<file path="src/rtl/mips_timer_pkg.sv">
// Shared definitions for the memory-mapped countdown timer: FSM states,
// register offsets, mode codes and the CTRL field layout.
package mips_timer_pkg;

    // Timer sequencing states (2-bit encoding)
    typedef enum logic [1:0] {
        ST_IDLE = 2'd0,
        ST_LOAD = 2'd1,
        ST_CNT  = 2'd2,
        ST_INT  = 2'd3
    } timer_state_e;

    // Word offsets within the device window (bus address[3:2])
    typedef enum logic [1:0] {
        REG_CTRL   = 2'd0,
        REG_PRESET = 2'd1,
        REG_COUNT  = 2'd2,
        REG_RSVD   = 2'd3
    } reg_addr_e;

    // CTRL.MODE codes; 2'b1x decodes as one-shot
    typedef enum logic [1:0] {
        MODE_ONESHOT = 2'b00,
        MODE_AUTO    = 2'b01
    } timer_mode_e;

    // CTRL bit positions, mirroring the coprocessor field macros
    localparam int unsigned CTRL_EN_BIT  = 0;
    localparam int unsigned CTRL_MODE_LO = 1;
    localparam int unsigned CTRL_MODE_HI = 2;
    localparam int unsigned CTRL_IM_BIT  = 3;
    localparam int unsigned CTRL_WIDTH   = 4;

    // Packed view of CTRL[3:0]: IM, MODE[1:0], EN (MSB first)
    typedef struct packed {
        logic       im;
        logic [1:0] mode;
        logic       en;
    } ctrl_t;

    // Only the exact auto-reload code selects reload; everything else is one-shot
    function automatic logic mode_is_auto(input logic [1:0] mode);
        return (mode == MODE_AUTO);
    endfunction

endpackage

</file>
<file path="src/rtl/mips_timer_if.sv">
// System-bridge slave port for the timer: decoded write strobe, word offset,
// write data and combinational read data.
interface mips_timer_if;

    logic [1:0]  addr;
    logic        we;
    logic [31:0] wdata;
    logic [31:0] rdata;

    // Bridge side drives the request and samples read data
    modport master (
        output addr,
        output we,
        output wdata,
        input  rdata
    );

    // Device side consumes the request and returns read data
    modport slave (
        input  addr,
        input  we,
        input  wdata,
        output rdata
    );

endinterface

</file>
<file path="src/rtl/mips_timer.sv">
// Memory-mapped countdown timer: one-shot (irq held until CTRL is rewritten)
// or auto-reload (one-cycle irq pulse every PRESET+2 cycles).
module mips_timer
    import mips_timer_pkg::*;
#(
    parameter logic [31:0] RESET_PRESET = 32'h0000_0000
) (
    input  logic          clk,
    input  logic          reset,
    mips_timer_if.slave   bus,
    output logic          irq
);

    timer_state_e state;
    ctrl_t        ctrl;
    logic [31:0]  preset;
    logic [31:0]  count;
    logic         irq_flag;

    logic         ctrl_wr;
    logic         preset_wr;
    logic         expire;
    logic         int_oneshot;
    logic         int_reload;
    logic         flag_set;
    logic         flag_clr;

    // Decode bus writes and the FSM events that touch CTRL and irq_flag
    always_comb begin
        ctrl_wr     = 1'b0;
        preset_wr   = 1'b0;
        expire      = 1'b0;
        int_oneshot = 1'b0;
        int_reload  = 1'b0;
        if (bus.we) begin
            ctrl_wr   = (reg_addr_e'(bus.addr) == REG_CTRL);
            preset_wr = (reg_addr_e'(bus.addr) == REG_PRESET);
        end
        if (state == ST_CNT && ctrl.en && count <= 32'd1) begin
            expire = 1'b1;
        end
        if (state == ST_INT) begin
            int_reload  = mode_is_auto(ctrl.mode);
            int_oneshot = ~mode_is_auto(ctrl.mode);
        end
        // Expiry set outranks any clear landing in the same cycle
        flag_set = expire;
        flag_clr = ctrl_wr | int_reload;
    end

    // Timer state, count, control and interrupt flag
    always_ff @(posedge clk or negedge reset) begin
        if (!reset) begin
            state    <= ST_IDLE;
            ctrl     <= '0;
            preset   <= RESET_PRESET;
            count    <= '0;
            irq_flag <= 1'b0;
        end else begin
            unique case (state)
                ST_IDLE: begin
                    if (ctrl.en) begin
                        state <= ST_LOAD;
                    end
                end
                ST_LOAD: begin
                    count <= preset;
                    state <= ST_CNT;
                end
                ST_CNT: begin
                    if (!ctrl.en) begin
                        state <= ST_IDLE;
                    end else if (count > 32'd1) begin
                        count <= count - 32'd1;
                    end else begin
                        count <= '0;
                        state <= ST_INT;
                    end
                end
                ST_INT: begin
                    if (int_reload) begin
                        state <= ST_LOAD;
                    end else begin
                        state <= ST_IDLE;
                    end
                end
                default: state <= ST_IDLE;
            endcase

            // A CTRL write overrides the one-shot EN self-clear
            if (ctrl_wr) begin
                ctrl <= ctrl_t'(bus.wdata[CTRL_WIDTH-1:0]);
            end else if (int_oneshot) begin
                ctrl.en <= 1'b0;
            end

            if (preset_wr) begin
                preset <= bus.wdata;
            end

            if (flag_set) begin
                irq_flag <= 1'b1;
            end else if (flag_clr) begin
                irq_flag <= 1'b0;
            end
        end
    end

    // Register read mux
    always_comb begin
        bus.rdata = '0;
        unique case (reg_addr_e'(bus.addr))
            REG_CTRL:   bus.rdata = {{(32-CTRL_WIDTH){1'b0}}, ctrl};
            REG_PRESET: bus.rdata = preset;
            REG_COUNT:  bus.rdata = count;
            REG_RSVD:   bus.rdata = '0;
            default:    bus.rdata = '0;
        endcase
    end

    assign irq = irq_flag & ctrl.im;

endmodule

</file>
<file path="src/flat_wrapper.sv">
// flat-port wrapper written by rule: the top's interface ports become plain ports
module mips_timer_flat import mips_timer_pkg::*;
#(
    parameter logic [31:0] RESET_PRESET = 32'h0000_0000
)
  (clk, reset, irq, bus_addr, bus_we, bus_wdata, bus_rdata);
  mips_timer_if bus_i ();
  input  logic clk;
  input  logic reset;
  output logic irq;
  input wire logic [$bits(bus_i.addr)-1:0] bus_addr;
  input wire logic [$bits(bus_i.we)-1:0] bus_we;
  input wire logic [$bits(bus_i.wdata)-1:0] bus_wdata;
  output wire logic [$bits(bus_i.rdata)-1:0] bus_rdata;
  assign bus_i.addr = bus_addr;
  assign bus_i.we = bus_we;
  assign bus_i.wdata = bus_wdata;
  assign bus_rdata = bus_i.rdata;
  mips_timer #(.RESET_PRESET(RESET_PRESET)) u_core (.clk(clk), .reset(reset), .bus(bus_i), .irq(irq));
endmodule
</file>
<file path="config.mk">
export PLATFORM = sky130hd
export DESIGN_NAME = mips_timer_flat
export DESIGN_NICKNAME = d
export VERILOG_FILES = /design/src/rtl/mips_timer_pkg.sv /design/src/rtl/mips_timer_if.sv /design/src/rtl/mips_timer.sv /design/src/flat_wrapper.sv
export SDC_FILE = /design/constraint.sdc
export NUM_CORES = 1
export LEC_CHECK = 0
export CAP_MARGIN = 5
export CORE_MARGIN = 2
export CORE_UTILIZATION = 45
export DETAILED_ROUTE_END_ITERATION = 16
export GPL_TIMING_DRIVEN = 0
export MAX_ROUTING_LAYER = met4
export PLACE_DENSITY = 0.77
export SLEW_MARGIN = 20
export SYNTH_ARGS = -nofsm -noshare
export SYNTH_HDL_FRONTEND = slang
export SYNTH_SLANG_ARGS = --single-unit
</file>
<file path="constraint.sdc">
create_clock -name clk -period 6.5 [get_ports clk]
set_input_delay 0.975 -clock clk [delete_from_list [all_inputs] [get_ports clk]]
set_output_delay 0.975 -clock clk [all_outputs]
set_load 0.01 [all_outputs]
</file>
==> results.py, run 1 <==
metrics = {
    "routing": {
        "vias": 4006,
        "wl_per_cell_um": 21.72,
        "ant_nets": 0,
        "drcViolationCount": 0,
        "via_per_inst": 6.546,
        "drt_iter0_drc": 424,
        "dr.pass1.iters": 6,
        "wl_mm": 13.29,
    },
    "pwr": {
        "internal-power_mw": 1.103,
        "p_comb_share_pct": 41.2,
        "p_clk_share_pct": 17.6,
        "p_per_area_nw_per_um2": 359.8,
        "finalPower_mw": 1.856,
        "peakVddDrop_uv": 163.1,
        "p_sw_uw": 752.9,
        "p_seq_share_pct": 41.2,
        "leakage_nw": 1.998,
        "p_sw_share_pct": 40.56,
    },
    "synth": {
        "synth.avg_cell_area_um2": 9.890,
        "synth_area_leaders": "dfrtp_1 (43%), mux2_2 (9.5%), a22o_1 (5.7%)",
        "synth_nets": 458,
        "synth_flop_cell": "dfrtp_1",
        "synth_cell_types": 53,
        "async_reset_ff_share_pct": 100.0,
        "synth_edf_count": 0,
        "synth.largest_area_cell": "dfrtp_1",
        "synth_top_area_share_pct": 42.87,
        "syn_area_um2": 4144,
        "yosys_register_bits": 71,
        "ys_seq_area_share_pct": 42.87,
        "yosys_warnings": 0,
        "netlist_instances": 419,
    },
    "setup_path": {
        "cp-end-kind": "output port",
        "worst_setup_path_start_kind": "input port",
        "cpLargestDelayFamily": "buffers and inverters",
        "crit_chain": "clkdlybuf4s50_1 > nor2b_1 > clkbuf_1 > clkbuf_1 > a22o_1 > clkdlybuf4s50_1",
        "path_class": "input port to output port",
        "slowest_stage": "clkbuf_1",
        "critPathBufInv": 4,
        "rrSetupSlack_ps": 3780,
        "worstPathRequired_ps": 5520,
        "max_stage_delay_ps": 610,
        "cp.arrival_ps": 3610,
        "cp_max_fo": 10,
    },
    "layout": {
        "n_antenna_cell": 0,
        "design_area_um2": 5159,
        "drive_above_1_share_pct": 14.57,
        "syn2layout_area_growth_pct": 24.49,
        "mostFrequentLayoutCells": "dfrtp_1 (71), clkdlybuf4s50_1 (67), nand2_1 (35), mux2_2 (35), a22o_1 (27)",
        "final_common_cell": "dfrtp_1",
        "nets": 538,
        "post-route-util_pct": 56.91,
    },
    "floorplan": {
        "dieWidth_um": 99.96,
        "fp-row-count": 35,
        "core_um2": 9065,
        "dieArea_um2": 9992,
        "die_h_um": 99.96,
        "initial_core_util_pct": 45.71,
        "io_pins": 70,
    },
    "timing": {
        "fin_crit_sh_pct": 70.54,
        "fmaxAchievable_mhz": 218.1,
        "drv_slew": 0,
        "finalSetupViolCount": 0,
        "hold_viol_final": 0,
        "final.setup.tns_ps": 0,
        "grt_setup_unrepaired": "no",
        "fin_skew_ps": 6.868,
        "post-route-min-period_ps": 4585,
        "maxSlewHeadroom_pct": 50.18,
        "tightest_slew_ps": 747.3,
    },
    "placement": {
        "port_buffers": 68,
        "hpwlAfterDp_mm": 9.011,
        "placed_area_um2": 4989,
        "place_congestion": 0.9530,
    },
    "worst_hold_path": {
        "worstHoldPathType": "flop to flop",
    },
    "clock_tree": {
        "clkTransAtPathRegs_ps": 70,
        "cts_buffer_depth": 2,
        "clkSinkCount": 71,
        "post_cts_buffers": 0,
        "cts_tree": "yes",
        "clock_latency_ps": 350,
        "cts_resized": 0,
        "cts_root_buffer": "clkbuf_8",
        "htree_levels": 3,
        "numCtsBuffers": 9,
        "cts_hold_buf": 0,
    },
    "global_routing": {
        "antenna_found_initial": 0,
        "grt_pass1_vias": 3892,
        "grt_max_degree": 46,
        "overflow": 0,
        "grt.total_usage_pct": 28.11,
        "grt_pass1_wl_mm": 20.98,
    },
    "run_status": {
        "outcome": "complete, no violations",
    },
    "flow_run": {
        "drv_cap": 0,
    },
}
==> through the flow <==
step,hold WS (ps),setup WS (ps),std cells
detailed placement,497.1,1963,599
global placement,494.7,1985,598
floorplan,466.4,3330,419
global route,556.5,1845,612
CTS,513.1,1987,612
finish,506.2,1915,612
==> registers in the layout, summed over array words and instances, names as in the netlist <==
name / flops
u_core.preset: 32
u_core.irq_flag: 1
u_core.state: 2
u_core.count: 32
u_core.ctrl: 4
==> synthesized netlist by cell type (3+ instances only) <==
master / n
nor2b_1: 6
nor3_2: 3
nor2_1: 19
nand4_1: 7
o311ai_0: 6
a32oi_1: 4
o211ai_1: 11
nand4b_1: 5
dfrtp_1: 71
nor4_1: 6
nand3_1: 23
o21ai_0: 14
a22o_1: 27
o31ai_1: 5
buf_1: 4
inv_1: 4
or3_1: 8
a31oi_1: 4
or4_1: 4
and3_1: 17
buf_2: 4
mux2_2: 35
a21oi_1: 22
nand2_1: 35
clkbuf_1: 20
nand3b_1: 3
nor3_1: 6
o22ai_1: 5
mux2i_1: 7
==> power by group through the flow <==
stage               Clock [mW]  Combinational (mW)  Sequential, mW
floorplan                    0               0.510           0.709
global route             0.352               0.833           0.784
CTS                      0.332               0.750           0.755
global placement             0               0.726           0.753
detailed placement           0               0.744           0.762
finish                   0.326               0.765           0.765
==> logic make-up after synthesis <==
kind of cell,Yosys count,share of synthesized area (%)
mux,42,11.20
flops,71,42.87
buf+inv,36,3.834
simple gates,160,22.89
compound gates,108,18.60
fa+ha+maj,2,0.6038
==> worst reg2reg max path, cell delays in order, from the launching register on <==
cell and delay, ps:
dfrtp_1 480, or4_4 620, nor3_2 380, nand4_2 330
clkbuf_1 420, a31oi_1 290, nand3_1 90
==> path summary, 6_finish.rpt <==
check                                       from           endpoint  cells past startpoint
worst min register to register  u_core.preset[6]    u_core.count[6]                      2
min in group asynchronous                  reset  u_core.preset[28]                      1
worst max register to register   u_core.count[6]    u_core.count[6]                      6
worst min-delay path            u_core.preset[6]    u_core.count[6]                      2
max in group asynchronous                  reset   u_core.count[15]                      2
worst max-delay path                 bus_addr[0]      bus_rdata[11]                      6
==> area by class of cell <==
class | count | area, um2
buffer | 32 | 143.9
clock buffer | 12 | 165.2
clock inverter | 1 | 5.005
fill | 820 | 3906
inverter | 4 | 15.01
multi-input combinational | 312 | 2208
sequential | 71 | 1777
tap | 111 | 138.9
timing repair buffer | 69 | 705.7
==> layer usage <==
| layer | share of wire [%] | global-route usage [%] | vias up |
|---|---|---|---|
| li1 | - | - | 1765 |
| met1 | 41 | 37.67 | 1955 |
| met2 | 46 | 42.31 | 232 |
| met3 | 8.8 | 4.457 | 54 |
| met4 | 3.6 | 12.75 | 0 |
| met5 | 0 | - | - |
Power figures use the tool's default switching activity.
==> run 2: changes to the inputs <==
- PLACE_DENSITY: 0.77 -> 0.8
- clock period: 6.5 -> 3.9 ns (I/O delays scaled with it)
==> results.py, run 2 (synthesis results as in run 1) <==
metrics = {
    "clock_tree": {
        "clkSinkCount": 71,
        "post_cts_buffers": 0,
        "cts_tree": "yes",
        "clkTransAtPathRegs_ps": 80,
        "cts_root_buffer": "clkbuf_8",
        "cts_hold_buf": 0,
        "clock_latency_ps": 360,
        "cts_buffer_depth": 2,
        "numCtsBuffers": 9,
        "cts_resized": 0,
        "htree_levels": 3,
    },
    "setup_path": {
        "worst_setup_path_start_kind": "input port",
        "critical_path.startpoint": "bus_addr[0]",
        "rrSetupSlack_ps": 1150,
        "worstPathRequired_ps": 3310,
        "crit_end": "bus_rdata[10]",
        "cp.arrival_ps": 3210,
        "reg2reg_from": "u_core.count[6]",
        "worst_r2r_path_depth": 6,
        "path_class": "input port to output port",
        "cp-end-kind": "output port",
        "cp_max_fo": 10,
        "worstReg2RegEnd": "u_core.count[6]",
    },
    "layout": {
        "largestRegisters": "u_core.count x32, u_core.preset x32, u_core.ctrl x4",
        "design_area_um2": 5194,
        "drive_above_1_share_pct": 14.48,
        "n_antenna_cell": 0,
        "final_common_cell": "dfrtp_1",
        "mostFrequentLayoutCells": "dfrtp_1 (71), clkdlybuf4s50_1 (67), nand2_1 (35), mux2_2 (35), a22o_1 (27)",
        "nets": 538,
        "syn2layout_area_growth_pct": 25.33,
        "stdcell_count": 615,
    },
    "placement": {
        "placed_area_um2": 4989,
        "place_congestion": 0.9777,
        "placed_cells": 599,
        "hpwlAfterDp_mm": 9.025,
        "port_buffers": 68,
    },
    "pwr": {
        "finalPower_mw": 3.180,
        "peakVddDrop_uv": 268.3,
        "p_per_area_nw_per_um2": 612.3,
        "leakage_nw": 2.012,
    },
    "routing": {
        "via_per_inst": 6.569,
        "drcViolationCount": 0,
        "vias": 4040,
        "wl_mm": 13.06,
        "drt_iter0_drc": 424,
        "wl_per_cell_um": 21.23,
        "dr.pass1.iters": 5,
        "ant_nets": 0,
    },
    "flow_run": {
        "drv_cap": 0,
    },
    "floorplan": {
        "dieWidth_um": 99.96,
        "core_um2": 9065,
        "io_pins": 70,
        "die_h_um": 99.96,
        "initial_core_util_pct": 45.71,
        "fp-row-count": 35,
        "dieArea_um2": 9992,
    },
    "timing": {
        "drv_slew": 0,
        "post-route-min-period_ps": 3794,
        "hold_viol_final": 0,
        "finalSetupViolCount": 0,
        "grt_setup_unrepaired": "no",
        "maxSlewHeadroom_pct": 46.39,
        "tightest_slew_ps": 802.4,
        "fin_skew_ps": 7.542,
        "fin_crit_sh_pct": 97.27,
        "holdWs_ps": 138.3,
        "final.setup.tns_ps": 0,
        "fmaxAchievable_mhz": 263.6,
    },
    "global_routing": {
        "antenna_found_initial": 0,
        "grt_max_degree": 46,
        "grt.total_usage_pct": 27.90,
        "overflow": 0,
        "grt_pass1_vias": 3949,
        "grt_pass1_wl_mm": 20.93,
    },
    "worst_hold_path": {
        "worstHoldPathType": "input port to async pin",
    },
    "run_status": {
        "outcome": "complete, no violations",
    },
}
## run 2: power by group
group / switching (mW) / total (mW) / leakage (nW) / internal [mW]
clock: 0.284 / 0.643 / 0.104 / 0.359
sequential: 0.302 / 1.27 / 0.826 / 0.967
combinational: 0.668 / 1.27 / 1.08 / 0.600
total: 1.25 / 3.18 / 2.01 / 1.93
## run 2: worst max-delay path, stage by stage
cell	delay, ps
clkdlybuf4s50_1	510
nor2b_1	160
clkbuf_1	560
clkbuf_1	570
a22o_1	260
clkdlybuf4s50_1	560
## run 2: per-layer routing
metal,vias up,share of wire (%),wire length (um),GRT usage (%)
met3,49,9.0,1175,5.780
met5,-,0,0,-
met1,1987,40,5189,35.60
met4,0,3.9,504,13.38
li1,1770,-,-,-
met2,234,47,6189,42.62
## run 2: layout make-up
type	count	area [um2]
inverter	4	15.01
sequential	71	1777
clock inverter	4	70.07
multi-input combinational	312	2208
tap	111	138.9
timing repair buffer	69	705.7
fill	796	3871
buffer	32	143.9
clock buffer	12	135.1
## run 2: worst min-delay path by stage
stage / cells after the start / end / start / slack (ps)
after global placement: 2 / u_core.count[26] / u_core.preset[26] / 490
after floorplan: 0 / u_core.count[0] / reset / 290
after CTS: 1 / u_core.count[28] / reset / 160
after global routing: 1 / u_core.count[28] / reset / 170
after detailed placement: 2 / u_core.count[6] / u_core.preset[6] / 500
final: 1 / u_core.count[28] / reset / 140
## run 2: per-stage QoR
stage	setup WS [ps]	util, %
2_1_floorplan	1510	-
5_1_grt	38.54	57.29
6_report	106.4	57.29
3_5_place_dp	186.8	55.03
3_3_place_gp	-254.6	54.75
4_1_cts	185.1	57.29
==> run 3: changes to the inputs <==
- ABC_CLOCK_PERIOD_IN_PS: unset -> 3900
- SLEW_MARGIN: 20 -> unset
==> results of run 3 <==
Final layout, timing and power as in run 2 (identical DEF).
